$ cat src/rtl/pipe_ctrl_pkg.sv
// Shared types and constants for the pipeline hazard controller.
// Holds the divider FSM state encoding and the register-address width.
package pipe_ctrl_pkg;

    localparam int DIV_CYCLES_DEF = 32;
    localparam int REG_ADDR_W     = 5;

    typedef enum logic [1:0] {
        IDLE     = 2'd0,
        DIV_RUN  = 2'd1,
        DIV_DONE = 2'd2
    } state_e;

endpackage

$ cat src/rtl/pipe_hazard_ctrl_hazard_detect.sv
// Combinational load-use comparator: a load in EX whose destination feeds
// either ID operand. x0 never counts as a producer.
module hazard_detect
    import pipe_ctrl_pkg::*;
(
    input  logic                  ex_mem_read,
    input  logic [REG_ADDR_W-1:0] ex_rd,
    input  logic [REG_ADDR_W-1:0] id_rs,
    input  logic [REG_ADDR_W-1:0] id_rt,
    output logic                  load_use
);

    always_comb begin
        load_use = ex_mem_read && (ex_rd != '0) &&
                   ((ex_rd == id_rs) || (ex_rd == id_rt));
    end

endmodule

$ cat src/rtl/pipe_hazard_ctrl.sv
// Stall/flush generation for the 5-stage core: branch flush, load-use bubble
// and a fixed-latency divider sequencer, plus a saturating stall counter.
module pipe_hazard_ctrl
    import pipe_ctrl_pkg::*;
#(
    parameter int DIV_CYCLES = DIV_CYCLES_DEF,
    parameter int CNT_W      = 16
) (
    input  logic                  sys_clk,
    input  logic                  sys_rst,
    input  logic [REG_ADDR_W-1:0] id_rs_addr_i,
    input  logic [REG_ADDR_W-1:0] id_rt_addr_i,
    input  logic [REG_ADDR_W-1:0] ex_RegDst_i,
    input  logic                  ex_MemRead_i,
    input  logic                  ex_isdiv_i,
    input  logic                  branch_taken_i,
    output logic                  pc_stall_o,
    output logic                  if_id_stall_o,
    output logic                  if_id_flush_o,
    output logic                  id_ex_stall_o,
    output logic                  id_ex_flush_o,
    output logic                  ex_mem_flush_o,
    output logic                  div_start_o,
    output logic                  div_busy_o,
    output logic [CNT_W-1:0]      stall_cnt_o
);

    localparam int DIV_CNT_W = $clog2(DIV_CYCLES);
    localparam logic [DIV_CNT_W-1:0] DIV_LOAD = DIV_CNT_W'(DIV_CYCLES - 2);

    state_e               state_q, state_d;
    logic [DIV_CNT_W-1:0] cnt_q, cnt_d;
    logic                 load_use;
    logic                 hazard_window;
    logic                 div_go;

    hazard_detect u_hazard_detect (
        .ex_mem_read (ex_MemRead_i),
        .ex_rd       (ex_RegDst_i),
        .id_rs       (id_rs_addr_i),
        .id_rt       (id_rt_addr_i),
        .load_use    (load_use)
    );

    // Branch and load-use only matter outside DIV_RUN; a divide starts only
    // from IDLE and loses to a branch or load-use in the same cycle.
    assign hazard_window = !sys_rst && (state_q != DIV_RUN);
    assign div_go        = !sys_rst && (state_q == IDLE) && ex_isdiv_i &&
                           !branch_taken_i && !load_use;

    always_ff @(posedge sys_clk) begin
        if (sys_rst) begin
            state_q     <= IDLE;
            cnt_q       <= '0;
            stall_cnt_o <= '0;
        end else begin
            state_q <= state_d;
            cnt_q   <= cnt_d;
            if (pc_stall_o && (stall_cnt_o != '1)) begin
                stall_cnt_o <= stall_cnt_o + 1'b1;
            end
        end
    end

    always_comb begin
        state_d = state_q;
        cnt_d   = cnt_q;
        unique case (state_q)
            IDLE: begin
                if (div_go) begin
                    cnt_d   = DIV_LOAD;
                    state_d = DIV_RUN;
                end
            end
            DIV_RUN: begin
                if (cnt_q == '0) begin
                    state_d = DIV_DONE;
                end else begin
                    cnt_d = cnt_q - 1'b1;
                end
            end
            DIV_DONE: state_d = IDLE;
            default:  state_d = IDLE;
        endcase
    end

    always_comb begin
        pc_stall_o     = 1'b0;
        if_id_stall_o  = 1'b0;
        if_id_flush_o  = 1'b0;
        id_ex_stall_o  = 1'b0;
        id_ex_flush_o  = 1'b0;
        ex_mem_flush_o = 1'b0;
        div_start_o    = 1'b0;
        div_busy_o     = 1'b0;
        if (!sys_rst && (state_q == DIV_RUN)) begin
            pc_stall_o     = 1'b1;
            if_id_stall_o  = 1'b1;
            id_ex_stall_o  = 1'b1;
            ex_mem_flush_o = 1'b1;
            div_busy_o     = 1'b1;
        end else if (hazard_window) begin
            if (branch_taken_i) begin
                if_id_flush_o = 1'b1;
                id_ex_flush_o = 1'b1;
            end else if (load_use) begin
                pc_stall_o    = 1'b1;
                if_id_stall_o = 1'b1;
                id_ex_flush_o = 1'b1;
            end else if (div_go) begin
                div_start_o    = 1'b1;
                pc_stall_o     = 1'b1;
                if_id_stall_o  = 1'b1;
                id_ex_stall_o  = 1'b1;
                ex_mem_flush_o = 1'b1;
            end
        end
    end

endmodule

$ cat config.mk
export PLATFORM = sky130hd
export DESIGN_NAME = pipe_hazard_ctrl
export DESIGN_NICKNAME = d
export VERILOG_FILES = /design/src/rtl/pipe_ctrl_pkg.sv /design/src/rtl/pipe_hazard_ctrl_hazard_detect.sv /design/src/rtl/pipe_hazard_ctrl.sv
export SDC_FILE = /design/constraint.sdc
export NUM_CORES = 1
export LEC_CHECK = 0
export CORE_MARGIN = 8
export CORE_UTILIZATION = 41
export CTS_CLUSTER_DIAMETER = 150
export DETAILED_ROUTE_END_ITERATION = 12
export PLACE_DENSITY = 0.83
export RECOVER_POWER = 100
export SLEW_MARGIN = 20
export SYNTH_ARGS = -nofsm -noshare
export SYNTH_HDL_FRONTEND = slang
export SYNTH_SLANG_ARGS = --single-unit
export TNS_END_PERCENT = 100
$ cat constraint.sdc
create_clock -name sys_clk -period 2.2 [get_ports sys_clk]
set_clock_uncertainty 0.2 [all_clocks]
set_input_delay 0.33 -clock sys_clk [delete_from_list [all_inputs] [get_ports sys_clk]]
set_output_delay 0.33 -clock sys_clk [all_outputs]
set_load 0.01 [all_outputs]
==> results by group, run 1 <==
Status
  • Status: finished with violations
  • Failing checks: setup timing

Power and ir drop
  • Sequential power share: between 50% and 60%
  • Internal power: 618 uW
  • VDD IR max: 0.243 mV
  • PD cells: 390 mW/mm^2
  • Tot Pwr: 871 uW
  • Sw Ratio: 29.1%
  • Clock group share of total power: 23.4%
  • P_leak: 0.000938 uW
  • Comb pwr share: 25.8%
  • P_sw: 253 uW

Worst setup path
  • Worst-path cell chain: ha_4, nand4_1, nor4bb_2, or2_1, o21ba_4, buf_12, or3_2, a21oi_2
  • Crit. Startpoint: stall_cnt_o[0]
  • Worst Path Required: 2.25 ns
  • End of the worst register-to-register path: stall_cnt_o[3]
  • CP Max Fanout: 6
  • Crit Path Category: reg -> reg
  • Reg2Reg Depth: 8
  • Worst stage delay on the critical path: 0.45 ns
  • Reg2Reg Setup Slack: -0.006 ns
  • Worst r2r src: stall_cnt_o[0]
  • Termination of the worst setup path: stall_cnt_o[3]
  • CP max-delay cell: or3_2
  • Startpoint types: flip-flop
  • WP data arrival: 2.25 ns
  • Type of destination of the critical path: flip-flop

Drt
  • Routed wire length: 4280 um
  • Post-route ant nets: 0
  • DR WL/cell: 14.9 um
  • Vias per inst: approximately 5.3
  • Via count: about 1,500
  • DRC: 0
  • Drt pass-1 iters: 4
  • Iter 0 DRT Violations: 77

Floorplan
  • Die Width: 73.9 um
  • Die ar.: 0.00547 mm^2
  • Starting Density: 41.9%
  • Rows: 21
  • Die Height: ~74 um
  • Io pins: 44
  • Core Region: 0.00328 mm^2

Layout
  • ANT cells: 0
  • Fraction of layout cells with a size suffix above 1: between 30% and 40%
  • Fin nets: 265
  • Area delta synth->final: 62.4%

Synthesis
  • Synth warn: 0
  • FFs w/ async S/R, synth: 0%
  • Post-Synthesis Cells: roughly 170
  • Cell area after synthesis: 0.00138 mm^2
  • Seq cells post-synth: 23
  • Top_reg_cell synth: dfxtp_1
  • Sequential share of the synthesized area: 33.5%
  • Syn Nets: between 150 and 200
  • Synth top area cells: dfxtp_1 (33%), xor2_1 (8.3%), nor2_1 (4.4%)
  • Largest area contributor in the netlist: dfxtp_1
  • Synth unique cells: 50
  • Number of synthesized flops with an enable pin: 0
  • Mapped Avg Cell Area: 8.34 um^2
  • Post-synth top area share: about 33%

Clock tree
  • Post-CTS Hold Buffers: 0
  • Clock slew at reported path FFs: 0.15 ns
  • Worst skew pair latency: 0.33 ns
  • Inserted Clock Buffers: 3
  • # clock sinks: 23
  • CTS max path bufs: 2
  • Htree depth: 1
  • CTS Root Cell: clkbuf_4
  • CTS tree: built

STA
  • Slew margin rel.: 77.5%
  • Tcrit/Tclk final: 100%
  • Max-slew violations: 0
  • Final hold slack: 0.253 ns
  • Worst Tran Pin Value: between 0.3 and 0.4 ns
  • Number of setup violations in the final report: 1
  • Total negative slack: -0.00622 ns
  • Unrepaired setup endpoints after global routing: yes
  • FMAX: around 450 MHz
  • Hold Fails Final Rpt: 0
  • Final min period: approximately 2.2 ns
  • Final worst setup slack: -0.00622 ns

Min path
  • Hold crit path type: in -> reg

Global route
  • Vias in the first global route: roughly 1,600
  • Largest net degree at the start of global routing: 14
  • Initial antenna violation count: 0
  • GR Overflow Total: 0
  • Global-route wire length before repair: 7010 um
  • GRT Total Usage: 16.2%

Placement
  • PortBufs: 43
  • Hpwl dp: ~3100 um
  • Global placer's final weighted congestion: 0.828

Run
  • Total of max-cap violations: 0
how the worst min path moves through the flow:
stage,to,slack (ns),depth (start not counted),from
3_5_place_dp,cnt_q[0],0.28,2,cnt_q[0]
5_1_grt,stall_cnt_o[14],0.25,3,sys_rst
6_report,stall_cnt_o[14],0.25,3,sys_rst
2_1_floorplan,state_q[0],0.25,2,state_q[0]
4_1_cts,cnt_q[0],0.30,2,cnt_q[0]
3_3_place_gp,state_q[0],0.26,2,state_q[0]
what timing repair did:
item,in CTS,in global routing
buffers inserted,3,1
gates resized for setup,68,30
pin swaps,31,22
hold endpoints to repair,0,0
setup endpoints to repair,25,21
cloned,2,0
kinds of logic (layout without fill, tap and decap cells):
kind of cell	count (synthesis)	count (layout)	synth area share, %
multiplexers	2	2	1.55
flip-flops	23	23	33.5
buffers and inverters	15	91	7.91
AO/OA/AOI/OAI	40	40	18.6
AND/OR/NAND/NOR	68	68	26.8
adder cells (fa/ha/maj)	3	3	2.73
XOR/XNOR	14	14	8.91
synthesized netlist by cell type, drive strengths merged (6+ instances only):
| cell | number |
|---|---|
| o21ai | 15 |
| nand2 | 11 |
| or3 | 9 |
| dfxtp | 23 |
| a21oi | 12 |
| nand3 | 8 |
| inv | 7 |
| nor2 | 16 |
| buf | 6 |
| xor2 | 13 |
placed cells by master, fill, tap and decap left out, types with 3 or more instances in the layout:
cell / n
or4_4: 3
o21ai_2: 6
o21ai_0: 4
nand3_1: 8
nand4_1: 3
nor2_1: 13
buf_4: 27
clkbuf_4: 3
inv_1: 6
clkdlybuf4s50_1: 5
buf_6: 5
or3_1: 6
a21oi_1: 6
o21ai_1: 4
buf_2: 7
dlygate4sd3_1: 15
clkdlybuf4s15_1: 3
dfxtp_2: 3
xor2_1: 12
dlygate4sd2_1: 9
nand2_1: 11
a21oi_2: 6
dfxtp_1: 20
cell type report:
cell class	count	area, um^2
clock buffers	3	22.5
flip-flops and latches	23	464
repair buffers	80	732
multi-input cells	127	927
well taps	46	57.6
clock inverters	1	5.00
inverters	7	26.3
fillers	257	1050
metrics by stage:
stage	instance area [um^2]	cells	utilization, %	setup WS [ns]
after CTS	2210	287	67.2	-0.0524
after global routing	2230	287	68.0	-0.0914
after global placement	2050	279	62.3	-0.808
after detailed placement	2050	279	62.3	-0.826
final	2230	287	68.0	-0.00622
after floorplan	1380	165	-	0.0171
critical path: cells and delay by family (launching register included):
family,cells,cell delay [ns]
compound gates,2,0.39
fa+ha+maj,1,0.15
buf+inv,1,0.14
simple gates,4,0.88
flops,1,0.36
flip-flops by register name, summed over array words and instances (netlist names):
register	count
state_q	2
stall_cnt_o	16
cnt_q	5
routing by layer:
metal | global-route usage [%] | up-vias | wire length (um)
li1 | - | 745 | -
met1 | 17.8 | 713 | 1850
met2 | 29.4 | 56 | 2050
met3 | 4.18 | 6 | 309
met4 | 5.54 | 0 | 62
met5 | 0 | - | 0
power groups by stage:
stage	registers, uW	clock network (uW)	logic (uW)
6_report	443	204	225
5_1_grt	446	225	244
4_1_cts	442	201	225
3_5_place_dp	450	0	198
3_3_place_gp	450	0	192
2_1_floorplan	451	0	104
No activity file was read; power rests on OpenSTA's default activity.
==> inputs of run 2 (changes only) <==
- CORE_MARGIN: 8 -> 2
- PLACE_DENSITY: 0.83 -> 0.78
- clock period: 2.2 -> 1.86 ns (I/O delays scaled with it)
==> run 2 against run 1 <==
The run still ends with setup timing left. Flip-flop and latch count unchanged. Combinational power up 35%. Final cell count up 3.8%. Cell area up 11%. Critical path type is now in -> reg. Power up 22%. Utilization up 7.5 points. Largest cell class unchanged. Global-route usage up 7.7 points. Setup slack worse by 0.39 ns. Critical path depth up 2. Clock power up 17%. Wire length up 6.6%. First-iteration DRC count down 53%.
==> results by group, run 2 (synthesis results as in run 1) <==
Status
  • Status: finished with violations
  • Failing checks: setup timing

Floorplan
  • Rows: 21 (unchanged)
  • Die Height: 61.9 um (-16%)
  • Io pins: 44 (unchanged)
  • Starting Density: 41.9% (unchanged)
  • Die ar.: 0.00384 mm^2 (-30%)
  • Die Width: 61.9 um (-16%)
  • Core Region: 0.00328 mm^2 (unchanged)

Global route
  • GRT Total Usage: 23.9% (+7.7 points)
  • Vias in the first global route: 1,562 (+0.26%)
  • Largest net degree at the start of global routing: 22 (+8)
  • Global-route wire length before repair: 6850 um (-2.3%)
  • GR Overflow Total: 0 (unchanged)
  • Initial antenna violation count: 0 (unchanged)

Min path
  • Hold endpoint: cnt_q[0]
  • Hold Crit Start: cnt_q[0]
  • Hold crit path type: reg -> reg
  • Hold Path Depth: 2 (-1)

STA
  • Final hold slack: 0.296 ns (+0.0428 ns)
  • Max-slew violations: 0 (unchanged)
  • Final worst setup slack: -0.397 ns (-0.391 ns)
  • Tcrit/Tclk final: 121%
  • Unrepaired setup endpoints after global routing: yes
  • Hold Fails Final Rpt: 0 (unchanged)
  • Worst Tran Pin Value: 0.380 ns (+0.0475 ns)
  • FMAX: 443 MHz
  • Number of setup violations in the final report: 24 (+23)
  • Slew margin rel.: 74.3% (-3.2 points)
  • Final min period: 2.26 ns

Drt
  • Drt pass-1 iters: 4 (unchanged)
  • Vias per inst: 5.38 (+1.5%)
  • Iter 0 DRT Violations: 36 (-53%)
  • Top sig layer: met4
  • Routed length on met3: 387 um (+25%)
  • M1 WL: 1710 um (-7.7%)
  • DRC: 0 (unchanged)
  • Post-route ant nets: 0 (unchanged)
  • DR WL/cell: 15.3 um (+2.7%)
  • WL met2: 2340 um (+14%)
  • Routed wire length: 4560 um (+6.6%)
  • Via count: 1,602 (+5.4%)

Worst setup path
  • Cell family with most CP delay: buffers and inverters
  • CP max-delay cell: clkdlybuf4s50_1
  • CP Max Fanout: 6 (unchanged)
  • Worst r2r src: stall_cnt_o[14]
  • Type of destination of the critical path: flip-flop
  • Reg2Reg Setup Slack: -0.38 ns (-0.37 ns)
  • WP data arrival: 2.27 ns (+0.02 ns)
  • Worst stage delay on the critical path: 0.47 ns (+0.02 ns)
  • Reg2Reg Depth: 9 (+1)
  • Worst-path cell chain: clkdlybuf4s50_1, nor2_1, o211ai_2, or2_1, o21ba_4, buf_6, buf_4, buf_6, o31ai_1, a21oi_1
  • Top cell by count, worst path: buf_6
  • Worst Path Required: 1.87 ns (-0.38 ns)
  • Startpoint types: primary input
  • Crit Path Category: in -> reg
  • End of the worst register-to-register path: stall_cnt_o[7]
  • Worst path bufs/invs: 4 (+3)

Placement
  • Hpwl dp: 2870 um (-7.1%)
  • Global placer's final weighted congestion: 0.791 (-4.5%)
  • Area after DPL: 0.00209 mm^2 (+2.2%)
  • Placed cells: 282 (+1.1%)
  • PortBufs: 43 (unchanged)

Clock tree
  • Worst skew pair latency: 0.32 ns (about the same)
  • CTS tree: built
  • CTS Root Cell: clkbuf_4
  • # clock sinks: 23 (unchanged)
  • CTS max path bufs: 2 (unchanged)
  • Inserted Clock Buffers: 3 (unchanged)
  • Htree depth: 1 (unchanged)
  • Clock slew at reported path FFs: 0.14 ns (about the same)
  • Post-CTS Hold Buffers: 0 (unchanged)

Layout
  • Final core utilization: 75.5% (+7.5 points)
  • Fraction of layout cells with a size suffix above 1: 49.6% (+13 points)
  • Commonest non-fill, non-tap cells in the layout: buf_4 (35), buf_6 (18), dfxtp_1 (12)
  • Multi-input gate area: 0.00106 mm^2 (+14%)
  • Top flop regs: stall_cnt_o x16, cnt_q x5, state_q x2
  • Final Cell Area: 0.00248 mm^2 (+11%)
  • Fin cells: 298 (+3.8%)
  • Fin nets: 276 (+4.2%)
  • Area delta synth->final: 80.2%
  • Biggest register: stall_cnt_o
  • Fillers: 225 (-12%)
  • Sequential cell area: 479 um^2 (+3.2%)
  • ANT cells: 0 (unchanged)
  • Max FFs per register: 16 (unchanged)
  • Commonest non-fill, non-tap cell in the layout: buf_4

Power and ir drop
  • PD cells: 429 mW/mm^2 (+10%)
  • Sw Ratio: 29.5% (+0.40 points)
  • Internal power: 751 uW (+21%)
  • Clock group share of total power: 22.4% (-1.0 points)
  • Sequential power share: 49.1% (-1.7 points)
  • P_leak: 0.00108 uW (+15%)
  • Comb pwr share: 28.5% (+2.7 points)
  • VDD IR max: 0.295 mV (+21%)
  • P_sw: 314 uW (+24%)

Run
  • Total of max-cap violations: 0 (unchanged)
run 2: metrics by stage:
step	power, uW	setup WS (ns)	TNS (ns)
after floorplan	657	-0.215	-2.43
after global placement	761	-1.03	-22.36
after detailed placement	767	-1.07	-23.86
after CTS	1040	-0.345	-5.08
after global routing	1120	-0.449	-6.99
final	1060	-0.397	-5.85
run 2: area by class of cell:
class / instances / area share (%)
multi-input cells: 127 / 42.6
repair buffers: 91 / 33.6
flip-flops and latches: 23 / 19.3
well taps: 46 / 2.32
clock buffers: 4 / 1.06
inverters: 7 / 1.06
run 2: power by group through the flow:
stage	Combinational, uW	Clock [uW]	Sequential (uW)
2_1_floorplan	124	0	533
6_report	303	238	523
3_5_place_dp	234	0	532
3_3_place_gp	229	0	533
4_1_cts	272	242	523
5_1_grt	327	266	526
run 2: how the worst max path moves through the flow:
stage / startpoint / to / slack, ns / cells after the start
2_1_floorplan: stall_cnt_o[1] / stall_cnt_o[1] / -0.21 / 10
3_3_place_gp: ex_RegDst_i[2] / ex_mem_flush_o / -1.03 / 6
3_5_place_dp: ex_RegDst_i[2] / id_ex_stall_o / -1.07 / 6
4_1_cts: stall_cnt_o[1] / stall_cnt_o[7] / -0.34 / 8
5_1_grt: stall_cnt_o[1] / stall_cnt_o[1] / -0.45 / 9
6_report: branch_taken_i / stall_cnt_o[7] / -0.40 / 10
run 2: timing repair:
item | in CTS | in global routing
endpoints found under the hold margin | 0 | 0
cloned | 1 | 0
setup buffers | 10 | 3
gates resized for setup | 114 | 42
endpoints found under the setup margin | 30 | 38
pin swaps | 29 | 21
run 2: tightest hold or removal path: cells and delay by family, from the launching register on:
kind	cells	cell delay, ns
DFF	1	0.34
AOI/OAI and AO/OA	1	0.05
and+or+nand+nor	1	0.06
run 2: routing by layer:
layer / vias up / global-route usage, %
met3: 12 / 3.93
met2: 72 / 42.7
met4: 0 / 10.3
met5: - / 0
met1: 756 / 27.9
li1: 762 / -
